<file path="src/rtl/ms_timer_pkg.sv">
// Shared definitions for the millisecond countdown timer and its prescaler:
// FSM state encoding and constant helpers for the divide ratio and counter width.
package ms_timer_pkg;

    typedef enum logic [1:0] {
        ST_IDLE    = 2'd0,
        ST_RUN     = 2'd1,
        ST_PAUSED  = 2'd2,
        ST_EXPIRED = 2'd3
    } timer_state_e;

    // Clock cycles per tick; callers guarantee an exact division with result >= 2.
    function automatic int unsigned calc_div(input int unsigned clk_hz,
                                             input int unsigned tick_hz);
        return clk_hz / tick_hz;
    endfunction

    // Bits needed to hold the prescaler phase 0..div-1.
    function automatic int unsigned presc_width(input int unsigned div);
        return (div < 32'd2) ? 32'd1 : $clog2(div);
    endfunction

endpackage

</file>
<file path="src/rtl/tick_prescaler.sv">
// Free-running tick prescaler: emits a registered one-cycle pulse after every
// DIV enabled cycles. enable=0 freezes the phase and keeps the tick low.
module tick_prescaler
    import ms_timer_pkg::*;
#(
    parameter int unsigned DIV = 10
) (
    input  logic clk,
    input  logic rst,
    input  logic enable,
    output logic tick
);

    localparam int unsigned  CW   = presc_width(DIV);
    localparam logic [CW-1:0] LAST = CW'(DIV - 32'd1);
    localparam logic [CW-1:0] ONE  = CW'(32'd1);
    localparam logic [CW-1:0] ZERO = CW'(32'd0);

    logic [CW-1:0] count_q;
    logic [CW-1:0] count_d;
    logic          tick_q;
    logic          tick_d;

    // Next phase and tick: wrap at DIV-1 and flag the wrap for exactly one cycle.
    always_comb begin
        count_d = count_q;
        tick_d  = 1'b0;
        if (enable) begin
            if (count_q == LAST) begin
                count_d = ZERO;
                tick_d  = 1'b1;
            end else begin
                count_d = count_q + ONE;
                tick_d  = 1'b0;
            end
        end else begin
            count_d = count_q;
            tick_d  = 1'b0;
        end
    end

    // Phase and tick registers, cleared asynchronously by the active-low reset.
    always_ff @(posedge clk or negedge rst) begin
        if (!rst) begin
            count_q <= ZERO;
            tick_q  <= 1'b0;
        end else begin
            count_q <= count_d;
            tick_q  <= tick_d;
        end
    end

    assign tick = tick_q;

endmodule

</file>
<file path="src/rtl/ms_countdown_timer.sv">
// Programmable countdown timer: tick prescaler plus a load/start/pause countdown
// FSM measured in ticks. Optional periodic mode: define MS_COUNTDOWN_AUTO_RELOAD_EN
// to reload the last loaded value on expiry instead of stopping in EXPIRED.
module ms_countdown_timer
    import ms_timer_pkg::*;
#(
    parameter int unsigned CLK_HZ  = 50_000_000,
    parameter int unsigned TICK_HZ = 1000,
    parameter int unsigned CNT_W   = 16
) (
    input  logic             clk,
    input  logic             rst,
    input  logic             enable,
    input  logic             load,
    input  logic [CNT_W-1:0] load_val,
    input  logic             start,
    input  logic             pause,
    output logic             tick,
    output logic [CNT_W-1:0] remaining,
    output logic             running,
    output logic             done,
    output logic             expired
);

    localparam int unsigned      DIV      = calc_div(CLK_HZ, TICK_HZ);
    localparam logic [CNT_W-1:0] CNT_ZERO = CNT_W'(32'd0);
    localparam logic [CNT_W-1:0] CNT_ONE  = CNT_W'(32'd1);

    logic             tick_s;
    timer_state_e     state_q,     state_d;
    logic [CNT_W-1:0] remaining_q, remaining_d;
    logic [CNT_W-1:0] reload_q,    reload_d;
    logic             running_q,   running_d;
    logic             done_q,      done_d;
    logic             expired_q,   expired_d;

    tick_prescaler #(.DIV(DIV)) u_prescaler (
        .clk    (clk),
        .rst    (rst),
        .enable (enable),
        .tick   (tick_s)
    );

    // Next-state logic: load beats start beats pause; decrements only in RUN on a tick.
    always_comb begin
        state_d     = state_q;
        remaining_d = remaining_q;
        reload_d    = reload_q;
        done_d      = 1'b0;
        if (load) begin
            remaining_d = load_val;
            reload_d    = load_val;
            state_d     = ST_IDLE;
        end else begin
            case (state_q)
                ST_IDLE: begin
                    if (start) begin
                        if (remaining_q != CNT_ZERO) begin
                            state_d = ST_RUN;
                        end else begin
                            state_d = ST_EXPIRED;
                            done_d  = 1'b1;
                        end
                    end else begin
                        state_d = ST_IDLE;
                    end
                end
                ST_RUN: begin
                    if (tick_s) begin
                        if (remaining_q > CNT_ONE) begin
                            remaining_d = remaining_q - CNT_ONE;
                            state_d     = pause ? ST_PAUSED : ST_RUN;
                        end else begin
                            // Expiry; a value of 0 here is treated as expiry too so it never wraps.
                            done_d = 1'b1;
`ifdef MS_COUNTDOWN_AUTO_RELOAD_EN
                            if (reload_q != CNT_ZERO) begin
                                remaining_d = reload_q;
                                state_d     = pause ? ST_PAUSED : ST_RUN;
                            end else begin
                                remaining_d = CNT_ZERO;
                                state_d     = ST_EXPIRED;
                            end
`else
                            remaining_d = CNT_ZERO;
                            state_d     = ST_EXPIRED;
`endif
                        end
                    end else if (pause) begin
                        state_d = ST_PAUSED;
                    end else begin
                        state_d = ST_RUN;
                    end
                end
                ST_PAUSED: begin
                    if (start) begin
                        state_d = ST_RUN;
                    end else begin
                        state_d = ST_PAUSED;
                    end
                end
                ST_EXPIRED: begin
                    state_d = ST_EXPIRED;
                end
                default: begin
                    state_d = ST_IDLE;
                end
            endcase
        end
        running_d = (state_d == ST_RUN);
        expired_d = (state_d == ST_EXPIRED);
    end

    // State and output registers; async reset returns everything to zero/IDLE.
    always_ff @(posedge clk or negedge rst) begin
        if (!rst) begin
            state_q     <= ST_IDLE;
            remaining_q <= CNT_ZERO;
            reload_q    <= CNT_ZERO;
            running_q   <= 1'b0;
            done_q      <= 1'b0;
            expired_q   <= 1'b0;
        end else begin
            state_q     <= state_d;
            remaining_q <= remaining_d;
            reload_q    <= reload_d;
            running_q   <= running_d;
            done_q      <= done_d;
            expired_q   <= expired_d;
        end
    end

    assign tick      = tick_s;
    assign remaining = remaining_q;
    assign running   = running_q;
    assign done      = done_q;
    assign expired   = expired_q;

endmodule

</file>
<file path="config.mk">
export PLATFORM = sky130hd
export DESIGN_NAME = ms_countdown_timer
export DESIGN_NICKNAME = d
export VERILOG_FILES = /design/src/rtl/ms_timer_pkg.sv /design/src/rtl/tick_prescaler.sv /design/src/rtl/ms_countdown_timer.sv
export SDC_FILE = /design/constraint.sdc
export NUM_CORES = 1
export LEC_CHECK = 0
export CAP_MARGIN = 15
export CORE_ASPECT_RATIO = 1.2
export CORE_MARGIN = 5
export CORE_UTILIZATION = 35
export CTS_CLUSTER_DIAMETER = 120
export DETAILED_ROUTE_END_ITERATION = 8
export PLACE_DENSITY = 0.7
export SYNTH_ARGS = -nofsm -noshare
export SYNTH_HDL_FRONTEND = slang
export SYNTH_SLANG_ARGS = --single-unit
export TNS_END_PERCENT = 50
</file>
<file path="constraint.sdc">
create_clock -name clk -period 2 [get_ports clk]
set_input_delay 0.4 -clock clk [delete_from_list [all_inputs] [get_ports clk]]
set_output_delay 0.4 -clock clk [all_outputs]
set_load 0.05 [all_outputs]
</file>
# ---- Word-level counts from Yosys, hierarchy flattened
# Index checks and enable logic that the tools add are counted.
# Widths: inputs -> output; s select.
dict set report totals {
  ff_bits 38
  in_bits 22
  out_inout_bits 20
  wordCells 42
}
dict set report op_classes {
  add_sub_neg 2
  n_lt_le_gt_ge 1
  n_eq_ne 6
  n_mux 21
  n_reduce_logical 5
}
# operator count
set ops {}
lappend ops {{$mux 16} 5}
lappend ops {{$add 16x1->16 const B} 1}
lappend ops {{$eq 16x16->1 const B} 1}
lappend ops {{$gt 16x1->1 const B} 1}
lappend ops {{$reduce_bool 16->1} 1}
lappend ops {{$sub 16x1->16 const B} 1}
lappend ops {{$mux 2} 7}
lappend ops {{$pmux 2 s4} 1}
lappend ops {{$mux 1} 7}
lappend ops {{$eq 2x2->1 const B} 3}
lappend ops {{$eq 2x1->1 const B} 2}
lappend ops {{$reduce_bool 2->1} 2}
lappend ops {{$logic_not 2->1} 1}
lappend ops {{$pmux 1 s2} 1}
lappend ops {{$reduce_and 2->1} 1}

# ---- Logic depth before layout (Yosys ltp)
# Gate-level depths: netlist of the first run.
dict set report logic_depth {
  depth_word 6
  ltp_mapped 6
  depth_no_buf 6
}

# ---- By module
# A second synthesis of the first run with hierarchy kept.
dict set report hier_totals {
  hier_cells 231
  hier_area_um2 2148.3
}
# module instances cells_each area_each_um2 seq_area_each_um2
set by_module_without_submodules {}
lappend by_module_without_submodules {ms_countdown_timer 1 149 1321.3 525.5}
lappend by_module_without_submodules {tick_prescaler 1 82 827.0 425.4}

# ---- Least setup slack after synthesis of the first run
# OpenSTA, ideal clock, no wires.
dict set report synth_timing {
  path_type {reg-to-reg}
  from {reg remaining_q[0] (netlist: remaining[0])}
  to {reg remaining_q[10] (netlist: remaining[10])}
  setup_time_ps 130
  arrival_time_ps 2031
  required_time_ps 1870
  path_slack_ps -161
  stages_incl_launch_ff 7
  path_buffers 0
  period_less_slack_ps 2161
  cell_sequence {dfrtp_1 -> inv_1 -> ha_1 -> or4b_4 -> a2111oi_4 -> xnor2_1 -> o21ai_1}
}
dict set report synth_between {
  elab_chain_len 5
  word_cells_on_any_way 6
  cone_classes {add/sub: 1; order compare: 1; mux: 4}
}
# element line_no
set synth_lines {}
lappend synth_lines {{from (decl)} ms_countdown_timer.sv:31} ;# logic [CNT_W-1:0] remaining_q, remaining_d;
lappend synth_lines {{from (signal assigned)} ms_countdown_timer.sv:125} ;# remaining_q <= remaining_d;
lappend synth_lines {{$sub 16x1->16 or $gt 16x1->1 (tied branches)} {ms_countdown_timer.sv:71, ms_countdown_timer.sv:70}}
lappend synth_lines {{$mux 16 (*)} ms_countdown_timer.sv:70} ;# if (remaining_q > CNT_ONE) begin
lappend synth_lines {{$mux 16 (*)} ms_countdown_timer.sv:69} ;# if (tick_s) begin
lappend synth_lines {{$mux 16 (*)} ms_countdown_timer.sv:55} ;# case (state_q)
lappend synth_lines {{$mux 16 (*)} ms_countdown_timer.sv:50} ;# if (load) begin
# Mark *: on every way between the ends. The rest lies on a longest branch, timed or not. The select of a mux whose other input is x is not followed.
# A chain may end at the register's enable or synchronous reset.

# ---- Worst setup path after layout of the first run
# Same ends and word-level chain as after synthesis.

==> reports/metrics.csv, run 1 <==
stage;metric;value;unit
outcome;status;complete, no violations;
logic_synthesis;Post-Synth Adder-Cell Area;2.28;%
timing;clk_skew;0.00996;ns
logic_synthesis;mux contribution to synthesized area;0.456;%
logic_synthesis;EDFF count, synth;0;
setup_path;CP Capture Type;flop;
clock_network;htree depth;2;
floorplan;Die W;82.3;µm
logic_synthesis;main combinational cell family by area after synthesis;simple AND/OR/NAND/NOR gates;
logic_synthesis;synthesis-stage register bit count;38;
clock_network;clk buf depth;2;
logic_synthesis;synth warn;0;
global_routing;vias in the first global route;2005;
setup_path;WS Path Type;reg -> reg;
timing;worst slew pin tran;0.629;ns
logic_synthesis;Post-synth ARST share;100;%
timing;endpoints failing setup;0;
logic_synthesis;Top FF cell, synth;dfrtp_1;
job;max-cap violations;0;
place;DP Area;0.00278;mm²
setup_path;CP max-delay cell;or4b_4;
logic_synthesis;Yosys top cell area share;43.3;%
clock_network;# clock sinks;38;
global_routing;pin count of the biggest net entering global routing;22;
global_routing;met2 GRT Util;25.8;%
setup_path;Crit Path Max Fanout;6;
logic_synthesis;synth unique cells;49;
drt;drt total wl;5.76;mm
clock_network;Hold Buf Count CTS;0;
logic_synthesis;ranking of synthesized cells by area;dfrtp_1, xnor2_1, nor2_1;
clock_network;CTS tree;yes;
logic_synthesis;Post-Syn Area;0.00220;mm²
drt;Pre-antenna DRT Iters;4;
drt;Vias;2045;
floorplan;die height;96.8;µm
logic_synthesis;post-synthesis sequential area ratio;43.3;%
floorplan;die area;0.00797;mm²
timing;Slew Viols, Final;0;
finish;final net count;315;
logic_synthesis;Post-Syn Nets;260;
global_routing;GRT Util Overall;15.0;%
timing;Max Freq;0.517;GHz
floorplan;Initial Utilization;36.1;%
finish;share of cells above drive strength 1;16.9;%
hold_path;Hold WC Path Type;in -> async;
setup_path;critical path, cell by cell;inv_2 > ha_4 > or4b_4 > a2111oi_4 > xnor2_1 > o21ai_1;
drt;Post-DRT Antenna Nets;0;
drt;initial drt markers;136;
logic_synthesis;synth cell count leaders;dfrtp_1, nor2_1, nand2_1, xnor2_1, o21ai_0;
floorplan;I/O Pins;42;
place;IO buf count;41;
timing;total negative slack;0;ns
global_routing;global-route wire length before repair;9.45;mm
place;GP Congestion;0.932;
power;Max VDD drop;0.000345;V
floorplan;CORE AREA;0.00609;mm²
global_routing;total grt overflow;0;
finish;fin util;47.1;%
logic_synthesis;cell accounting for the most synthesized area;dfrtp_1;
logic_synthesis;post-synthesis simple-gate area fraction;25.6;%
setup_path;type of origin of the critical path;flop;
setup_path;WP data arrival;2.10;ns
drt;WL/cell;15.5;µm
floorplan;Rows;31;
timing;fin crit share;96.8;%
global_routing;Global Route met1 Usage;17.9;%
power;Leakage;1.18;nW
logic_synthesis;Compound-Gate Fraction of Synth Area;18.5;%
finish;Area Overhead vs Synth;30.4;%
clock_network;clock-pin slew on the worst setup and hold paths;0.08;ns
setup_path;required time worst endpoint;2.16;ns
timing;min Tclk post-route;1.94;ns
drt;via/cell ratio;5.50;
setup_path;register-to-register setup slack;0.06;ns
setup_path;CP peak stage delay;0.52;ns
global_routing;global route hottest layer;met2;
clock_network;root buffer cell;clkbuf_8;
timing;Slew headroom;57.6;%
logic_synthesis;top-count cell post-synth;dfrtp_1;
finish;final instance area;0.00287;mm²
logic_synthesis;Mapped Cells;234;
global_routing;antenna violations before repair;0;
finish;antenna cells;0;
drt;drt drc;0;
power;Pwr per Cell Area;686;mW/mm²
clock_network;clock latency on the worst-skew pair;0.29;ns
timing;final hold violations;0;
place;Post-DP HPWL;4.35;mm
logic_synthesis;xor/xnor share of the synthesized area;5.98;%
logic_synthesis;Mean Syn Cell Area;9.39;µm²
timing;RSZ-0062 raised after global routing;yes;
clock_network;Num CTS Buffers;5;
global_routing;M3 GR Usage;2.88;%
[placed cells by master, fill, tap and decap left out, types with 4 or more instances in the layout]
cell and count:
nand4_1 7, xnor2_1 13, nor2_1 22, nand3_1 10, dfrtp_1 36, or3_1 4, clkdlybuf4s50_1 26, o211ai_1 4
nand2_1 19, o21ai_0 12, a2bb2oi_1 5, nand2b_1 4, nor3_1 8, clkbuf_8 5, inv_1 7, nor4_1 8
o2111ai_1 4, a31oi_1 5, a21oi_1 5, buf_4 28
[sequential cells by signal, indices dropped and copies added, names as in the netlist]
register             flops
expired                  1
u_prescaler.tick         1
state_q                  2
done                     1
remaining               16
running                  1
u_prescaler.count_q     16
[power by group]
part	internal, mW	switching, mW	leakage [nW]
Sequential	0.853	0.106	0.479
Combinational	0.201	0.296	0.654
Clock	0.242	0.265	0.0450
[per-stage QoR]
step                      power [mW]  hold WS (ns)  worst slack (ns)  cells
final                           1.96        0.0553            0.0644    372
after global placement          1.46         0.375             0.122    364
after detailed placement        1.47         0.381            0.0876    364
after floorplan                 1.27         0.104           0.00930    234
after CTS                       1.99        0.0650            0.0205    372
after global routing            2.07        0.0887           -0.0226    372
[what timing repair did]
action	in CTS	in global routing
setup endpoints to repair	0	3
gates resized for setup	0	2
setup buffers	0	0
[critical path, delay by kind of cell (launching register included)]
| family | cells | cell delay (ns) |
|---|---|---|
| and+or+nand+nor | 1 | 0.52 |
| DFF | 1 | 0.45 |
| AOI/OAI and AO/OA | 2 | 0.42 |
| adders and majority gates | 1 | 0.17 |
| xor gates and xnor gates | 1 | 0.16 |
| buffers and inverters | 1 | 0.10 |
[cell type report]
| cell class | instances | area [µm²] |
|---|---|---|
| inverter | 9 | 33.8 |
| clock buffer | 6 | 72.6 |
| multi-input combinational | 177 | 1170 |
| sequential | 38 | 953 |
| clock inverter | 2 | 10.0 |
| timing repair buffer | 58 | 520 |
| tap | 82 | 103 |
| fill | 610 | 3220 |
[logic make-up (layout without fill, tap and decap cells)]
| kind of cell | Yosys count | after routing |
|---|---|---|
| AOI/OAI and AO/OA | 54 | 54 |
| adders and majority gates | 4 | 4 |
| buffers and inverters | 19 | 75 |
| xor gates and xnor gates | 15 | 15 |
| muxes | 1 | 1 |
| and+or+nand+nor | 103 | 103 |
| DFF | 38 | 38 |
[routing by layer]
layer  up-vias  routed length [µm]
met5         -                   0
met4         0                 129
met3        14                 299
met2        64                2960
met1       989                2370
li1        978                   -
[path summary, 6_finish.rpt]
kind,end,start,cells after the start
setup / recovery,remaining[10],remaining[0],6
hold / removal,remaining[12],rst,1
setup reg to reg,remaining[10],remaining[0],6
hold reg to reg,u_prescaler.count_q[15],u_prescaler.count_q[15],1
max in group asynchronous,remaining[0],rst,2
min in group clk,u_prescaler.count_q[15],u_prescaler.count_q[15],1
(Power assumes the default switching activity.)
==> inputs of run 2 (changes only) <==
--- a/config.mk
+++ b/config.mk
@@ -12,6 +12,7 @@
 export CTS_CLUSTER_DIAMETER = 120
 export DETAILED_ROUTE_END_ITERATION = 8
 export PLACE_DENSITY = 0.7
+export SETUP_SLACK_MARGIN = 0.4
 export SYNTH_ARGS = -nofsm -noshare
 export SYNTH_HDL_FRONTEND = slang
 export SYNTH_SLANG_ARGS = --single-unit
==> reports/metrics.csv, run 2 (synthesis results as in run 1) <==
stage;metric;value;unit;change
timing;Slew Viols, Final;0;;unchanged
power;Sw Ratio;32.0;%;was 34.0%
global_routing;GRT Util Overall;16.1;%;was 15.0%
timing;Max Freq;0.558;GHz;was 0.517 GHz
drt;via/cell ratio;5.58;;was 5.50
floorplan;CORE AREA;0.00609;mm²;unchanged
drt;drt total wl;6.48;mm;was 5.76 mm
power;Flop pwr share;41.7;%;was 48.8%
timing;PnR worst setup slack;0.209;ns;was 0.0644 ns
global_routing;antenna violations before repair;0;;unchanged
power;Leakage;1.30;nW;was 1.18 nW
power;Pwr per Cell Area;732;mW/mm²;was 686 mW/mm²
power;Logic pwr share;23.6;%;was 25.3%
timing;worst slew pin tran;0.493;ns;was 0.629 ns
clock_network;htree depth;2;;unchanged
job;max-cap violations;0;;unchanged
timing;clk_skew;0.0182;ns;was 0.00996 ns
clock_network;clock latency on the worst-skew pair;0.30;ns;was 0.29 ns
drt;drt drc;0;;unchanged
floorplan;Rows;31;;unchanged
global_routing;global-route wire length before repair;10.1;mm;was 9.45 mm
finish;final net count;327;;was 315
finish;antenna cells;0;;unchanged
floorplan;die height;96.8;µm;unchanged
timing;RSZ-0062 raised after global routing;yes;;unchanged
setup_path;Crit Path Max Fanout;6;;unchanged
clock_network;Num CTS Buffers;5;;unchanged
drt;Post-DRT Antenna Nets;0;;unchanged
setup_path;WP data arrival;1.98;ns;was 2.10 ns
setup_path;WS Path Type;reg -> reg;;unchanged
finish;Fillers;544;;was 610
timing;fin crit share;89.6;%;was 96.8%
timing;Slew headroom;67.1;%;was 57.6%
drt;WL/cell;16.9;µm;was 15.5 µm
timing;total negative slack;0;ns;unchanged
floorplan;die area;0.00797;mm²;unchanged
floorplan;I/O Pins;42;;unchanged
global_routing;total grt overflow;0;;unchanged
setup_path;CP Capture Type;flop;;unchanged
setup_path;CP max-delay cell;or4_4;;was or4b_4
setup_path;type of origin of the critical path;flop;;unchanged
power;Max VDD drop;0.000443;V;was 0.000345 V
setup_path;CP peak stage delay;0.64;ns;was 0.52 ns
timing;endpoints failing setup;0;;unchanged
place;IO buf count;41;;unchanged
place;GP Congestion;0.939;;was 0.932
drt;initial drt markers;190;;was 136
drt;Vias;2141;;was 2045
finish;share of cells above drive strength 1;32.1;%;was 16.9%
timing;min Tclk post-route;1.79;ns;was 1.94 ns
finish;commonest non-fill, non-tap cell in the layout;buf_4;;was dfrtp_1
setup_path;critical path, cell by cell;or4_4 > a2111oi_4 > xnor2_1 > o21ai_1;;was inv_2 > ha_4 > or4b_4 > a2111oi_4 > xnor2_1 > o21ai_1
floorplan;Die W;82.3;µm;unchanged
setup_path;critical path's top delay family;simple AND/OR/NAND/NOR gates;;unchanged
drt;Pre-antenna DRT Iters;4;;unchanged
timing;final hold violations;0;;unchanged
clock_network;clk buf depth;2;;unchanged
floorplan;Initial Utilization;36.1;%;unchanged
setup_path;Worst Path Buf+Inv;0;;was 1
finish;Area Overhead vs Synth;44.8;%;was 30.4%
setup_path;required time worst endpoint;2.19;ns;was 2.16 ns
power;Clock Power Share;34.6;%;was 25.8%
outcome;status;complete, no violations;;unchanged
clock_network;clock-pin slew on the worst setup and hold paths;0.09;ns;was 0.08 ns
global_routing;pin count of the biggest net entering global routing;22;;unchanged
clock_network;# clock sinks;38;;unchanged
finish;most frequent cells in the layout;buf_4, dfrtp_1, nor2_1;;was dfrtp_1, buf_4, clkdlybuf4s50_1
power;Internal;1.58;mW;was 1.30 mW
place;pre-CTS setup slack;0.133;ns;was 0.0876 ns
place;Post-DP HPWL;4.35;mm;about the same
power;NetSw;0.745;mW;was 0.668 mW
clock_network;root buffer cell;clkbuf_8;;unchanged
hold_path;Hold WC Path Type;in -> async;;unchanged
clock_network;CTS tree;yes;;unchanged
global_routing;vias in the first global route;2106;;was 2005
-- run 2: cell types whose count changed in the layout (fill, tap and decap cells not counted), moves of 4 or more --
cell,previous run,this run
dfrtp_2,2,12
buf_6,0,4
buf_4,28,35
clkdlybuf4s15_2,0,6
clkdlybuf4s50_1,26,20
o21ai_0,12,8
dfrtp_1,36,26
nor3_1,8,4
-- run 2: worst paths after layout --
path / startpoint / endpoint / slack, ns / depth (start not counted)
hold / removal: rst / remaining[13] / 0.05 / 1
setup reg to reg: remaining[7] / remaining[10] / 0.21 / 4
min in group clk: u_prescaler.count_q[15] / u_prescaler.count_q[15] / 0.49 / 1
hold reg to reg: u_prescaler.count_q[15] / u_prescaler.count_q[15] / 0.49 / 1
setup / recovery: remaining[7] / remaining[10] / 0.21 / 4
max in group asynchronous: rst / u_prescaler.count_q[11] / 1.41 / 2
-- run 2: final cells by class --
| class | count | area (µm²) | area share (%) |
|---|---|---|---|
| flip-flops and latches | 38 | 966 | 30.4 |
| well taps | 82 | 103 | 3.23 |
| clock buffers | 5 | 68.8 | 2.16 |
| repair buffers | 70 | 612 | 19.2 |
| clock inverters | 3 | 68.8 | 2.16 |
| inverters | 9 | 33.8 | 1.06 |
| multi-input cells | 177 | 1330 | 41.8 |
-- run 2: power groups by stage --
stage          clock network [mW]  registers [mW]  logic, mW
6_report                    0.806           0.972      0.550
5_1_grt                     0.869           0.982      0.590
4_1_cts                     0.823           0.964      0.530
3_5_place_dp                    0           0.977      0.496
3_3_place_gp                    0           0.974      0.490
2_1_floorplan                   0            1.06      0.209
-- run 2: routing by layer --
layer	global-route usage (%)	wire length (µm)	up-vias
met4	5.50	119	0
met2	27.8	3430	74
met1	18.7	2560	1055
met5	0	0	-
met3	4.28	371	12
li1	-	-	1000
-- run 2: through the flow --
| step | area (µm²) | hold slack [ns] | utilization (%) | std cells | total power [mW] |
|---|---|---|---|---|---|
| 6_report | 3180 | 0.0522 | 52.2 | 384 | 2.33 |
| 5_1_grt | 3180 | 0.0806 | 52.2 | 384 | 2.44 |
| 4_1_cts | 3090 | 0.0640 | 50.7 | 382 | 2.32 |
| 3_5_place_dp | 2800 | 0.396 | 45.9 | 365 | 1.47 |
| 3_3_place_gp | 2800 | 0.391 | 45.9 | 365 | 1.46 |
| 2_1_floorplan | 2230 | 0.104 | - | 234 | 1.27 |
-- run 2: timing repair --
item,in CTS,in global routing
pin swaps,9,6
resized for setup,38,20
endpoints found under the setup margin,31,29
hold buffers,0,0
buffers inserted,9,2
==> inputs of run 3 (changes only) <==
--- a/config.mk
+++ b/config.mk
@@ -5,7 +5,7 @@
 export SDC_FILE = /design/constraint.sdc
 export NUM_CORES = 1
 export LEC_CHECK = 0
-export CAP_MARGIN = 15
+export CAP_MARGIN = 25
 export CORE_ASPECT_RATIO = 1.2
 export CORE_MARGIN = 5
 export CORE_UTILIZATION = 35
@@ -15,5 +15,6 @@
 export SETUP_SLACK_MARGIN = 0.4
 export SYNTH_ARGS = -nofsm -noshare
 export SYNTH_HDL_FRONTEND = slang
+export SYNTH_HIERARCHICAL = 1
 export SYNTH_SLANG_ARGS = --single-unit
 export TNS_END_PERCENT = 50
==> reports/metrics.csv, run 3 <==
stage;metric;value;unit;change
place;Post-DP HPWL;4.28;mm;was 4.35 mm
logic_synthesis;EDFF count, synth;0;;unchanged
clock_network;clock-pin slew on the worst setup and hold paths;0.09;ns;about the same
outcome;status;complete, no violations;;unchanged
logic_synthesis;synthesis-stage register bit count;38;;unchanged
floorplan;die area;0.00781;mm²;was 0.00797 mm²
logic_synthesis;top-count cell post-synth;dfrtp_1;;unchanged
logic_synthesis;synth unique cells;56;;was 49
logic_synthesis;cell accounting for the most synthesized area;dfrtp_1;;unchanged
power;Leakage;1.39;nW;was 1.30 nW
logic_synthesis;synth cell count leaders;dfrtp_1, nand2_1, nor2_1, o21ai_0;;was dfrtp_1, nor2_1, nand2_1, xnor2_1, o21ai_0
floorplan;Initial Utilization;35.7;%;was 36.1%
floorplan;die height;95.8;µm;was 96.8 µm
floorplan;Die W;81.5;µm;was 82.3 µm
finish;Fillers;527;;was 544
clock_network;clk buf depth;2;;unchanged
drt;initial drt markers;111;;was 190
power;NetSw;0.705;mW;was 0.745 mW
timing;endpoints failing setup;0;;unchanged
finish;antenna cells;0;;unchanged
power;Sw Ratio;34.0;%;was 32.0%
global_routing;total grt overflow;0;;unchanged
logic_synthesis;post-synthesis sequential area ratio;44.3;%;was 43.3%
finish;final net count;338;;was 327
setup_path;type of origin of the critical path;flop;;unchanged
setup_path;WS Path Type;reg -> reg;;unchanged
floorplan;CORE AREA;0.00601;mm²;was 0.00609 mm²
clock_network;Num CTS Buffers;5;;unchanged
logic_synthesis;Post-synth ARST share;100;%;unchanged
logic_synthesis;Mapped Cells;231;;was 234
finish;share of cells above drive strength 1;38.0;%;was 32.1%
drt;drt total wl;6.04;mm;was 6.48 mm
timing;clk_skew;0.0134;ns;was 0.0182 ns
setup_path;WP data arrival;2.22;ns;was 1.98 ns
timing;worst hold slack;0.0768;ns;was 0.0522 ns
logic_synthesis;Top FF cell, synth;dfrtp_1;;unchanged
timing;min Tclk post-route;1.98;ns;was 1.79 ns
clock_network;htree depth;2;;unchanged
finish;most frequent cells in the layout;buf_4, dfrtp_1, nand2_1;;was buf_4, dfrtp_1, nor2_1
power;Logic pwr share;28.6;%;was 23.6%
logic_synthesis;Mean Syn Cell Area;9.30;µm²;was 9.39 µm²
timing;Slew Viols, Final;0;;unchanged
drt;WL/cell;15.3;µm;was 16.9 µm
global_routing;GRT Util Overall;15.8;%;was 16.1%
clock_network;CTS tree;yes;;unchanged
clock_network;root buffer cell;clkbuf_8;;unchanged
logic_synthesis;Yosys top cell area share;44.3;%;was 43.3%
job;max-cap violations;0;;unchanged
power;Max VDD drop;0.000393;V;was 0.000443 V
timing;RSZ-0062 raised after global routing;yes;;unchanged
power;Pwr per Cell Area;648;mW/mm²;was 732 mW/mm²
global_routing;antenna violations before repair;0;;unchanged
finish;commonest non-fill, non-tap cell in the layout;buf_4;;unchanged
setup_path;Crit Path Max Fanout;7;;was 6
setup_path;required time worst endpoint;2.23;ns;was 2.19 ns
drt;Post-DRT Antenna Nets;0;;unchanged
global_routing;pin count of the biggest net entering global routing;24;;was 22
logic_synthesis;Post-Syn Area;0.00215;mm²;was 0.00220 mm²
power;Flop pwr share;46.4;%;was 41.7%
floorplan;Rows;31;;unchanged
global_routing;vias in the first global route;1997;;was 2106
place;IO buf count;41;;unchanged
logic_synthesis;synth warn;6;;was 0
power;Clock Power Share;25.0;%;was 34.6%
floorplan;I/O Pins;42;;unchanged
drt;drt drc;0;;unchanged
timing;worst slew pin tran;0.544;ns;was 0.493 ns
global_routing;global-route wire length before repair;9.54;mm;was 10.1 mm
clock_network;clock latency on the worst-skew pair;0.30;ns;about the same
power;Internal;1.37;mW;was 1.58 mW
timing;Max Freq;0.504;GHz;was 0.558 GHz
timing;final hold violations;0;;unchanged
drt;Pre-antenna DRT Iters;4;;unchanged
logic_synthesis;ranking of synthesized cells by area;dfrtp_1, nand2_1, nor2_1;;was dfrtp_1, xnor2_1, nor2_1
drt;via/cell ratio;5.15;;was 5.58
hold_path;Hold WC Path Type;in -> async;;unchanged
logic_synthesis;Post-Syn Nets;257;;was 260
clock_network;# clock sinks;38;;unchanged
drt;Vias;2035;;was 2141
power;Power, Total;2.07;mW;was 2.33 mW
setup_path;CP Capture Type;flop;;unchanged
timing;Slew headroom;63.7;%;was 67.1%
finish;Area Overhead vs Synth;49.0;%;was 44.8%
place;GP Congestion;0.843;;was 0.939
timing;fin crit share;99.2;%;was 89.6%
## run 3: changes by cell type after synthesis, sizes merged, moves of 3 or more
cell and change:
or2 +3, a31oi -3, o2111ai -3, xor2 +3
nor3 -4, nand3 -4, o211ai -3, xnor2 -4
nor4 +3, a2bb2oi -3, a21oi +5, nand2b -3
nand2 +5
## run 3: what timing repair did
action,CTS,global route
hold buffers,0,0
gates resized for setup,36,39
buffers inserted,2,3
pin swaps,11,17
setup endpoints to repair,42,41
## run 3: worst paths after layout
check	slack, ns	cells past startpoint	endpoint	start
worst min-delay path	0.08	1	remaining[6]	rst
worst max register to register	0.02	4	remaining[12]	remaining[5]
max in group asynchronous	1.37	2	u_prescaler/count_q[4]	rst
worst min register to register	0.50	1	u_prescaler/count_q[13]	u_prescaler/count_q[13]
worst max-delay path	0.02	4	remaining[12]	remaining[5]
min in group clk	0.48	3	u_prescaler/count_q[0]	enable
## run 3: logic make-up (layout without fill, tap and decap cells)
kind of cell | count (synthesis) | count (layout) | synth area share, %
buffers and inverters | 17 | 99 | 3.44
and+or+nand+nor | 105 | 105 | 27.6
muxes | 3 | 3 | 1.46
xor gates and xnor gates | 14 | 14 | 5.71
DFF | 38 | 38 | 44.3
AOI/OAI and AO/OA | 50 | 50 | 15.2
adders and majority gates | 4 | 4 | 2.33
## run 3: routing by layer
metal,vias up,track usage [%],part of all wire (%),wire [µm]
met5,-,0,0,0
met4,0,8.17,3.1,189
met3,20,3.00,4.9,297
met2,59,27.3,51,3070
met1,949,18.4,41,2480
li1,1007,-,-,-
## run 3: final cells by class
class,instances,area (µm²),area share (%)
multi-input combinational,176,1300,40.5
sequential,38,965,30.1
timing repair buffer,83,727,22.7
tap,82,103,3.20
clock buffer,8,80.1,2.50
inverter,8,30.0,0.938
## run 3: power groups by stage
stage / sequential (mW) / combinational [mW] / clock (mW)
detailed placement: 0.962 / 0.558 / 0
CTS: 0.948 / 0.565 / 0.526
global placement: 0.959 / 0.554 / 0
global route: 0.982 / 0.646 / 0.570
floorplan: 1.07 / 0.211 / 0
finish: 0.962 / 0.593 / 0.519
## run 3: worst max-delay path, stage by stage, from the launching register on
cell       delay [ns]
dfrtp_1          0.39
or4_4            0.62
or4_4            0.45
or3_4            0.34
a2bb2oi_2        0.12
## run 3: metrics by stage
stage | setup TNS (ns) | instances | cell area [µm²] | setup slack, ns | utilization (%)
5_1_grt | -0.197 | 395 | 3200 | -0.0445 | 53.3
2_1_floorplan | -1.53 | 231 | 2170 | -0.157 | -
6_report | 0 | 395 | 3200 | 0.0155 | 53.3
4_1_cts | 0 | 392 | 3070 | 0.0463 | 51.1
3_3_place_gp | -0.103 | 382 | 2900 | -0.0756 | 48.2
3_5_place_dp | -0.118 | 382 | 2900 | -0.0817 | 48.2
